File: config.mk
export PLATFORM = sky130hd
export DESIGN_NAME = bcd_mod_timer
export DESIGN_NICKNAME = d
export VERILOG_FILES = /design/src/rtl/bcd_mod_timer.sv
export SDC_FILE = /design/constraint.sdc
export NUM_CORES = 1
export LEC_CHECK = 0
export CORE_UTILIZATION = 49
export CTS_CLUSTER_DIAMETER = 80
export CTS_CLUSTER_SIZE = 30
export DETAILED_ROUTE_END_ITERATION = 16
export GPL_ROUTABILITY_DRIVEN = 0
export HOLD_SLACK_MARGIN = 0.03
export PLACE_DENSITY = 0.79
export SYNTH_ARGS = -nofsm -noshare
export SYNTH_HDL_FRONTEND = slang
export SYNTH_SLANG_ARGS = --single-unit
File: constraint.sdc
create_clock -name clk -period 3.51 [get_ports clk]
set_clock_uncertainty 0.2 [all_clocks]
set_input_delay 0.702 -clock clk [delete_from_list [all_inputs] [get_ports clk]]
set_output_delay 0.702 -clock clk [all_outputs]
set_load 0.01 [all_outputs]
File: src/rtl/bcd_mod_timer.sv
// Two-digit BCD up/down timer with programmable terminal count.
// Wraps at 0/MAX_VAL with a one-cycle co pulse and range-checks loads.
module bcd_mod_timer #(
    parameter int MAX_VAL = 59,
    parameter int TENS_W  = 3
) (
    input  logic              clk,
    input  logic              reset,
    input  logic              en,
    input  logic              up_dn,
    input  logic              load,
    input  logic [TENS_W-1:0] ld_tens,
    input  logic [3:0]        ld_ones,
    output logic [TENS_W-1:0] Q_L,
    output logic [3:0]        Q_R,
    output logic              co,
    output logic              tc,
    output logic              ld_err
);

    localparam int VW = TENS_W + 5;
    localparam logic [TENS_W-1:0] MAX_T = TENS_W'(MAX_VAL / 10);
    localparam logic [3:0]        MAX_O = 4'(MAX_VAL % 10);
    localparam logic [VW-1:0]     MAX_V = VW'(MAX_VAL);

    logic [TENS_W-1:0] nl;
    logic [3:0]        nr;
    logic              nco;
    logic              nerr;
    logic              at_max;
    logic              at_zero;
    logic [VW-1:0]     ld_val;
    logic              ld_ok;

    assign at_max  = (Q_L == MAX_T) && (Q_R == MAX_O);
    assign at_zero = (Q_L == '0) && (Q_R == 4'd0);
    assign tc      = up_dn ? at_max : at_zero;

    // 10*t computed as 8*t + 2*t to stay shift/add only
    assign ld_val = (VW'(ld_tens) << 3) + (VW'(ld_tens) << 1) + VW'(ld_ones);
    assign ld_ok  = (ld_ones <= 4'd9) && (ld_val <= MAX_V);

    always_comb begin
        nl   = Q_L;
        nr   = Q_R;
        nco  = 1'b0;
        nerr = 1'b0;
        if (load) begin
            if (ld_ok) begin
                nl = ld_tens;
                nr = ld_ones;
            end else begin
                nl   = '0;
                nr   = 4'd0;
                nerr = 1'b1;
            end
        end else if (en) begin
            if (up_dn) begin
                if (at_max) begin
                    nl  = '0;
                    nr  = 4'd0;
                    nco = 1'b1;
                end else if (Q_R == 4'd9) begin
                    nl = Q_L + TENS_W'(1);
                    nr = 4'd0;
                end else begin
                    nr = Q_R + 4'd1;
                end
            end else begin
                if (at_zero) begin
                    nl  = MAX_T;
                    nr  = MAX_O;
                    nco = 1'b1;
                end else if (Q_R == 4'd0) begin
                    nl = Q_L - TENS_W'(1);
                    nr = 4'd9;
                end else begin
                    nr = Q_R - 4'd1;
                end
            end
        end
    end

    always_ff @(posedge clk) begin
        if (reset) begin
            Q_L    <= '0;
            Q_R    <= 4'd0;
            co     <= 1'b0;
            ld_err <= 1'b0;
        end else begin
            Q_L    <= nl;
            Q_R    <= nr;
            co     <= nco;
            ld_err <= nerr;
        end
    end

endmodule

After elaboration in Yosys (flattened, before gate mapping)
Index checks and enable logic that the tools add are counted.

Add/sub/neg operators: 6. $mul: 0. Div/mod/pow operators: 0. Order comparisons: 2. Equal/unequal tests: 3. Shift operators: 0. Muxes and demuxes: 21. Bitwise operators: 2. Reduce and logical (&&, ||, !) cells: 10.

Operators with widths (count): 4-bit two-way mux (8); 3-bit two-way mux (8); 7-bit by 4-bit adder with 8-bit output (1); 8-bit by 6-bit <= comparator with 1-bit output (second input constant) (1); 6-bit by 4-bit adder with 7-bit output (1); 1-bit two-way mux (5); 4-bit by 1-bit adder with 4-bit output (second input constant) (1); 4-bit equality test (second input constant) (1); 4-bit <= comparator (second input constant) (1); 4-bit zero test (1); 4-bit by 1-bit != test with 1-bit output (second input constant) (1); 4-bit nonzero test (1); 4-bit by 1-bit subtractor with 4-bit output (second input constant) (1); 3-bit by 1-bit adder with 3-bit output (second input constant) (1); 3-bit equality test (second input constant) (1); 1-bit logical AND (3); 3-bit zero test (1); 3-bit AND reduction (1); 3-bit OR reduction (1); 3-bit by 1-bit subtractor with 3-bit output (second input constant) (1); 1-bit NOT (2); 2-bit nonzero test (1); 2-bit OR reduction (1).

Bits in registers: 9. Bits in latches: 0. RAM bits: 0. Memory bits (read-only): 0. Bits of input ports: 12. Output and inout port bits: 10. Memories kept: 0.

Logic depth before layout (Yosys ltp)
Gate-level depths: netlist of the first run.

Depth after elaboration: 6. Mapped depth: 9.

Least setup slack after synthesis of the first run
Ideal clock, no wire load.

Path type: input-to-reg. From: input ld_tens[0]. To: register Q_L[0]. Setup time: 0.132 ns. Arrival time: 2.615 ns. Required time: 3.178 ns. Setup slack: 0.563 ns. Stages: 8. Buffers on the path: 0. Cells stage by stage: fa_1 > inv_1 > fa_1 > xnor2_1 > nand3b_1 > a221o_1 > a31oi_1 > a311oi_2.

Longest elaborated chain between the ends: 6.

Ends and longest elaborated chain: start, declared (line 12) `input logic [TENS_W-1:0] ld_tens,`; 6-bit by 4-bit adder with 7-bit output (line 40) `assign ld_val = (VW'(ld_tens) << 3) + (VW'(ld_tens) << 1) + VW'(ld_ones);`; 7-bit by 4-bit adder with 8-bit output (line 40); 8-bit by 6-bit <= comparator with 1-bit output (line 41) `assign ld_ok = (ld_ones <= 4'd9) && (ld_val <= MAX_V);`; 1-bit logical AND (line 41); 3-bit two-way mux (*) (line 49) `if (ld_ok) begin`; 3-bit two-way mux (*) (line 48) `if (load) begin`; end signal, assigned (line 91) `Q_L <= nl;`; end, declared (line 14) `output logic [TENS_W-1:0] Q_L,`.

Every way passes the cells marked *; elsewhere a longest branch is shown, timed or not. A chain may end at the register's enable or synchronous reset.

Final worst setup path of the first run
Same ends and word-level chain as after synthesis.

==> summary.md, run 1 <==
| Metric | Value |
|---|---|
| Status | finished clean |
| WHS Path Cells | 2 |
| Clk slew on worst S/H paths | 0.06 ns |
| Detailed-route DRC error count | 0 |
| Startpoint type of the worst setup path | primary input |
| Initial antenna violation count | 0 |
| Final hold violation count | 0 |
| Synth Flop Type | dfxtp_1 |
| Most Used Layer, Global Route | met2 |
| Yosys Warn Count | 0 |
| Met1 global-route usage | 0.296 |
| Max clock buf depth | 2 |
| Setup violators final | 0 |
| Post-CTS sizing | 0 |
| Leak | 0.471 nW |
| Final worst-path cycle share | 0.937 |
| DRT Pass-1 Iters | 4 |
| Most common cell after layout, fill and taps aside | clkdlybuf4s50_1 |
| Placed Cells | 158 |
| Via count | 913 |
| Post-CTS Hold Buffers | 0 |
| Post-synthesis cell count | 117 |
| Crit end category | flop |
| Row count | 15 |
| Crit path DAT | 3.24 ns |
| Residual overflow from global routing | 0 |
| GRT Total Usage | 0.235 |
| First-pass GRT wire length | 3530 um |
| TritonCTS clock tree | yes |
| Core Util, Final | 0.675 |
| Port bufs | 21 |
| RSZ-0062 raised after global routing | no |
| DP HPWL | 1660 um |
| Global routing usage on met2 | 0.397 |
| Final WL | 2150 um |
| Reg-to-reg critical path startpoint | Q_L[0] |
| Fraction of met3 tracks used by global routing | 0.0357 |
| Crit Path Category | in2reg |
| Number of synthesized register bits | 9 |
| Max-Cap Viols | 0 |
| Post-synth ARST share | 0 |
| H-tree levels | 1 |
| Post-CTS setup buffers | 0 |
| Post-route antenna net violation count | 0 |
| Die Height | 45.5 um |
| Sink Count | 9 |
| Diode count | 0 |
| Fin crit period | 3.29 ns |
| Hold slack | 0.421 ns |
| RR Endpoint | Q_L[0] |
| I/O pin count | 22 |
| Final slew viol count | 0 |
| Post-Syn Area | 928 um^2 |
| Die X | 45.5 um |
| Most frequent cells in the layout | clkdlybuf4s50_1, dfxtp_1, nor2_1, nand2_1, ha_1 |
| Vias in the first global route | 866 |
| Routed WL per cell | 13.3 um |
| CTS buffer count | 3 |
| CP required | 3.46 ns |
| Hold Path Sink | Q_L[1] |
| Synth cell types | 44 |
| Initial cell density of the core | 0.532 |
| Fmax | 304 MHz |
| Syn-to-layout area delta | 27.0% |
| Worst hold path type | reg2reg |
| R2R Setup Slk | 1.61 ns |
| Maximum vdd drop | 194 uV |
| Later-pin clock latency in the skew report | 0.27 ns |
| Synthesized net count | 140 |
| EDFF count, synth | 0 |
| Final Non-Filler Cells | 162 |
| DR iter-0 viols | 25 |
| Reg2Reg Depth | 6 |
| Slew HR | 0.723 |
| Via density | 5.64 |
| Hold path startpoint | Q_L[1] |
| DIE AREA | 2070 um^2 |
| Largest net degree at the start of global routing | 13 |
| P per Cell Area | 299 nW/um^2 |
| Root buffer cell | clkbuf_4 |
| Placeable Area | 1750 um^2 |
| Nets | 161 |
| Part of the Yosys area used for sequential elements | 0.194 |
| Mean Syn Cell Area | 7.93 um^2 |
| Share of cells above drive strength 1 | 0.117 |
| Worst Tran Pin Value | 0.414 ns |
| Largest fanout on the critical path | 7 |
[area by class of cell]
type | instances | area, um^2
repair buffers | 25 | 240
fillers | 151 | 567
flip-flops and latches | 9 | 180
multi-input cells | 91 | 671
clock buffers | 4 | 26.3
well taps | 25 | 31.3
inverters | 8 | 30.0
[synth_stat cells (2+ instances only)]
library cell | number | area share
nand4_1 | 3 | 0.020
nand3b_1 | 3 | 0.024
o31ai_1 | 2 | 0.016
nand4b_1 | 2 | 0.019
o21ai_0 | 7 | 0.038
a21oi_1 | 2 | 0.011
buf_2 | 4 | 0.022
clkbuf_1 | 2 | 0.0081
dfxtp_1 | 9 | 0.19
o22ai_1 | 3 | 0.020
nand3_1 | 3 | 0.016
nand2_1 | 9 | 0.036
xor2_1 | 2 | 0.019
xnor2_1 | 2 | 0.019
nor2_1 | 9 | 0.036
ha_1 | 9 | 0.12
fa_1 | 2 | 0.043
inv_1 | 8 | 0.032
nor3_1 | 6 | 0.032
a211oi_1 | 5 | 0.040
a21o_1 | 2 | 0.016
[cells by family (layout without fill, tap and decap cells)]
group                      after synthesis  after routing  synth area share
adders and majority gates               11             11             0.164
xor gates and xnor gates                 4              4            0.0377
and+or+nand+nor                         45             45             0.282
AOI/OAI and AO/OA                       31             31             0.239
DFF                                      9              9             0.194
buffers and inverters                   17             37            0.0836
[per-layer routing]
layer	routed length [um]	vias up	share of wire
met5	0	-	0
met4	27	0	0.013
met3	75	3	0.035
met2	1010	23	0.47
met1	1030	417	0.48
li1	-	470	-
[worst max-delay path, cell delays in order]
cell and delay, ns:
clkdlybuf4s50_1 0.45, fa_1 0.58, inv_1 0.07, fa_1 0.47, xnor2_1 0.16, nand3b_1 0.09, a221o_1 0.41, a31oi_1 0.23
a311oi_2 0.05
[power breakdown]
group          internal (mW)  switching (mW)
Clock                 0.0441          0.0419
Sequential             0.110          0.0145
Combinational         0.0734          0.0689
Total                  0.227           0.125
[worst max-delay path by stage]
| stage | end | cells after the start | from |
|---|---|---|---|
| final | Q_L[0] | 9 | ld_tens[0] |
| after global routing | Q_L[0] | 9 | ld_tens[0] |
| after CTS | Q_L[0] | 9 | ld_tens[0] |
| after detailed placement | Q_L[0] | 9 | ld_tens[0] |
| after global placement | Q_L[0] | 9 | ld_tens[0] |
| after floorplan | Q_L[0] | 8 | ld_tens[0] |
[metrics by stage]
step | setup TNS, ns | worst slack, ns | cell area, um^2 | total power, mW
6_report | 0 | 0.220 | 1180 | 0.352
5_1_grt | 0 | 0.0531 | 1180 | 0.374
4_1_cts | 0 | 0.208 | 1180 | 0.351
3_5_place_dp | -0.0636 | -0.0581 | 1150 | 0.267
3_3_place_gp | 0 | 0.0295 | 1150 | 0.262
2_1_floorplan | 0 | 0.563 | 928 | 0.217
[flip-flops by register name (all words and copies together) (netlist names)]
register  count
co            1
Q_L           3
Q_R           4
ld_err        1
Note: power is estimated with default switching activity, not from simulation.
==> run 2: changes to the inputs <==
ABC_CLOCK_PERIOD_IN_PS = 3510   (was unset)
CORE_MARGIN = 3   (was unset)
==> summary.md, run 2 (synthesized netlist as in run 1, its figures left out) <==
| Metric | Value |
|---|---|
| Status | finished clean |
| Clk slew on worst S/H paths | 0.06 ns |
| Top Family by Delay on Critical Path | adder cells |
| Crit Path Category | in2reg |
| P per Cell Area | 295 nW/um^2 |
| I/O pin count | 22 |
| Final hold violation count | 0 |
| Final WL | 2190 um |
| Largest Register | Q_R |
| Leak | 0.476 nW |
| Slew HR | 0.705 |
| First-pass GRT wire length | 4020 um |
| Max clock buf depth | 2 |
| Worst path cell trace | clkdlybuf4s50_1 > fa_1 > inv_1 > fa_1 > nor2b_1 > o21ai_0 > a221o_1 > a31oi_1 > a311oi_2 |
| Slowest CP cell | fa_1 |
| CP peak stage delay | 0.59 ns |
| Post-CTS setup buffers | 0 |
| Fin crit period | 3.36 ns |
| Nets | 162 |
| Row count | 15 |
| Via count | 944 |
| Placeable Area | 1760 um^2 |
| Detailed-route DRC error count | 0 |
| Initial cell density of the core | 0.526 |
| Routed WL per cell | 13.4 um |
| GRT Total Usage | 0.204 |
| Max-Cap Viols | 0 |
| Worst Tran Pin Value | 0.437 ns |
| CTS buffer count | 3 |
| Final Non-Filler Cells | 163 |
| Crit path DAT | 3.30 ns |
| Via density | 5.79 |
| Later-pin clock latency in the skew report | 0.26 ns |
| Root buffer cell | clkbuf_4 |
| CP Buf/Inv Count | 2 |
| DRT Pass-1 Iters | 4 |
| Residual overflow from global routing | 0 |
| Max reg flops | 4 |
| Post-CTS sizing | 0 |
| DIE AREA | 2450 um^2 |
| Final slew viol count | 0 |
| CP required | 3.44 ns |
| Final worst-path cycle share | 0.958 |
| Worst hold path type | reg2reg |
| Syn-to-layout area delta | 27.8% |
| Largest fanout on the critical path | 7 |
| Post-CTS Hold Buffers | 0 |
| TritonCTS clock tree | yes |
| Vias in the first global route | 934 |
| DP HPWL | 1760 um |
| Diode count | 0 |
| RSZ-0062 raised after global routing | no |
| Placed Cells | 159 |
| Die X | 49.5 um |
| Post-route antenna net violation count | 0 |
| DR iter-0 viols | 22 |
| Setup violators final | 0 |
| Initial antenna violation count | 0 |
| Startpoint type of the worst setup path | primary input |
| Sink Count | 9 |
| Crit end category | flop |
| Largest net degree at the start of global routing | 13 |
| Total power | 0.350 mW |
| Maximum vdd drop | 264 uV |
| Die Height | 49.5 um |
| Most frequent cells in the layout | clkdlybuf4s50_1, dfxtp_1, nor2_1, nand2_1, ha_1 |
| Share of cells above drive strength 1 | 0.123 |
| Most used cell, CP | fa_1 |
| Port bufs | 21 |
| Fmax | 297 MHz |
| H-tree levels | 1 |
| Largest regs | Q_R x4, Q_L x3 |
| Most common cell after layout, fill and taps aside | clkdlybuf4s50_1 |
-- run 2: power by group --
part	total [mW]	internal (mW)	switching, mW
clock	0.0814	0.0439	0.0376
combinational	0.146	0.0750	0.0710
sequential	0.123	0.110	0.0133
-- run 2: through the flow --
stage          hold slack, ns   util  instance area, um^2  TNS [ns]  setup WS [ns]
2_1_floorplan           0.399      -                  928         0          0.563
3_3_place_gp            0.403  0.657                 1160         0         0.0288
3_5_place_dp            0.405  0.657                 1160    -0.363         -0.106
4_1_cts                 0.420  0.672                 1190         0          0.154
5_1_grt                 0.452  0.672                 1190         0         0.0162
6_report                0.416  0.672                 1190         0          0.147
-- run 2: layout make-up --
class / instances / area, um^2
clock buffer: 4 / 26.3
fill: 163 / 578
inverter: 8 / 30.0
multi-input combinational: 91 / 671
sequential: 9 / 180
tap: 25 / 31.3
timing repair buffer: 26 / 248
-- run 2: worst min-delay path, delay by kind of cell (launching register included) --
family	cells	cell delay (ns)
AOI/OAI and AO/OA	2	0.21
DFF	1	0.35
-- run 2: worst paths after layout --
path | cells past startpoint | slack, ns | end | startpoint
setup / recovery | 9 | 0.15 | Q_L[0] | ld_tens[0]
hold / removal | 2 | 0.42 | Q_L[0] | Q_L[0]
setup reg to reg | 7 | 1.54 | Q_L[1] | Q_L[0]
hold reg to reg | 2 | 0.42 | Q_L[0] | Q_L[0]
-- run 2: routing by layer --
| layer | vias up | GRT usage | share of wire |
|---|---|---|---|
| met1 | 431 | 0.251 | 0.42 |
| li1 | 470 | - | - |
| met4 | 0 | 0.0829 | 0.015 |
| met3 | 5 | 0.0211 | 0.057 |
| met2 | 38 | 0.357 | 0.50 |
| met5 | - | 0 | 0 |
==> run 3: changes to the inputs <==
SKIP_LAST_GASP = 1   (was unset)
==> results of run 3 <==
The final DEF is identical to that of run 2; final timing and power are the same.
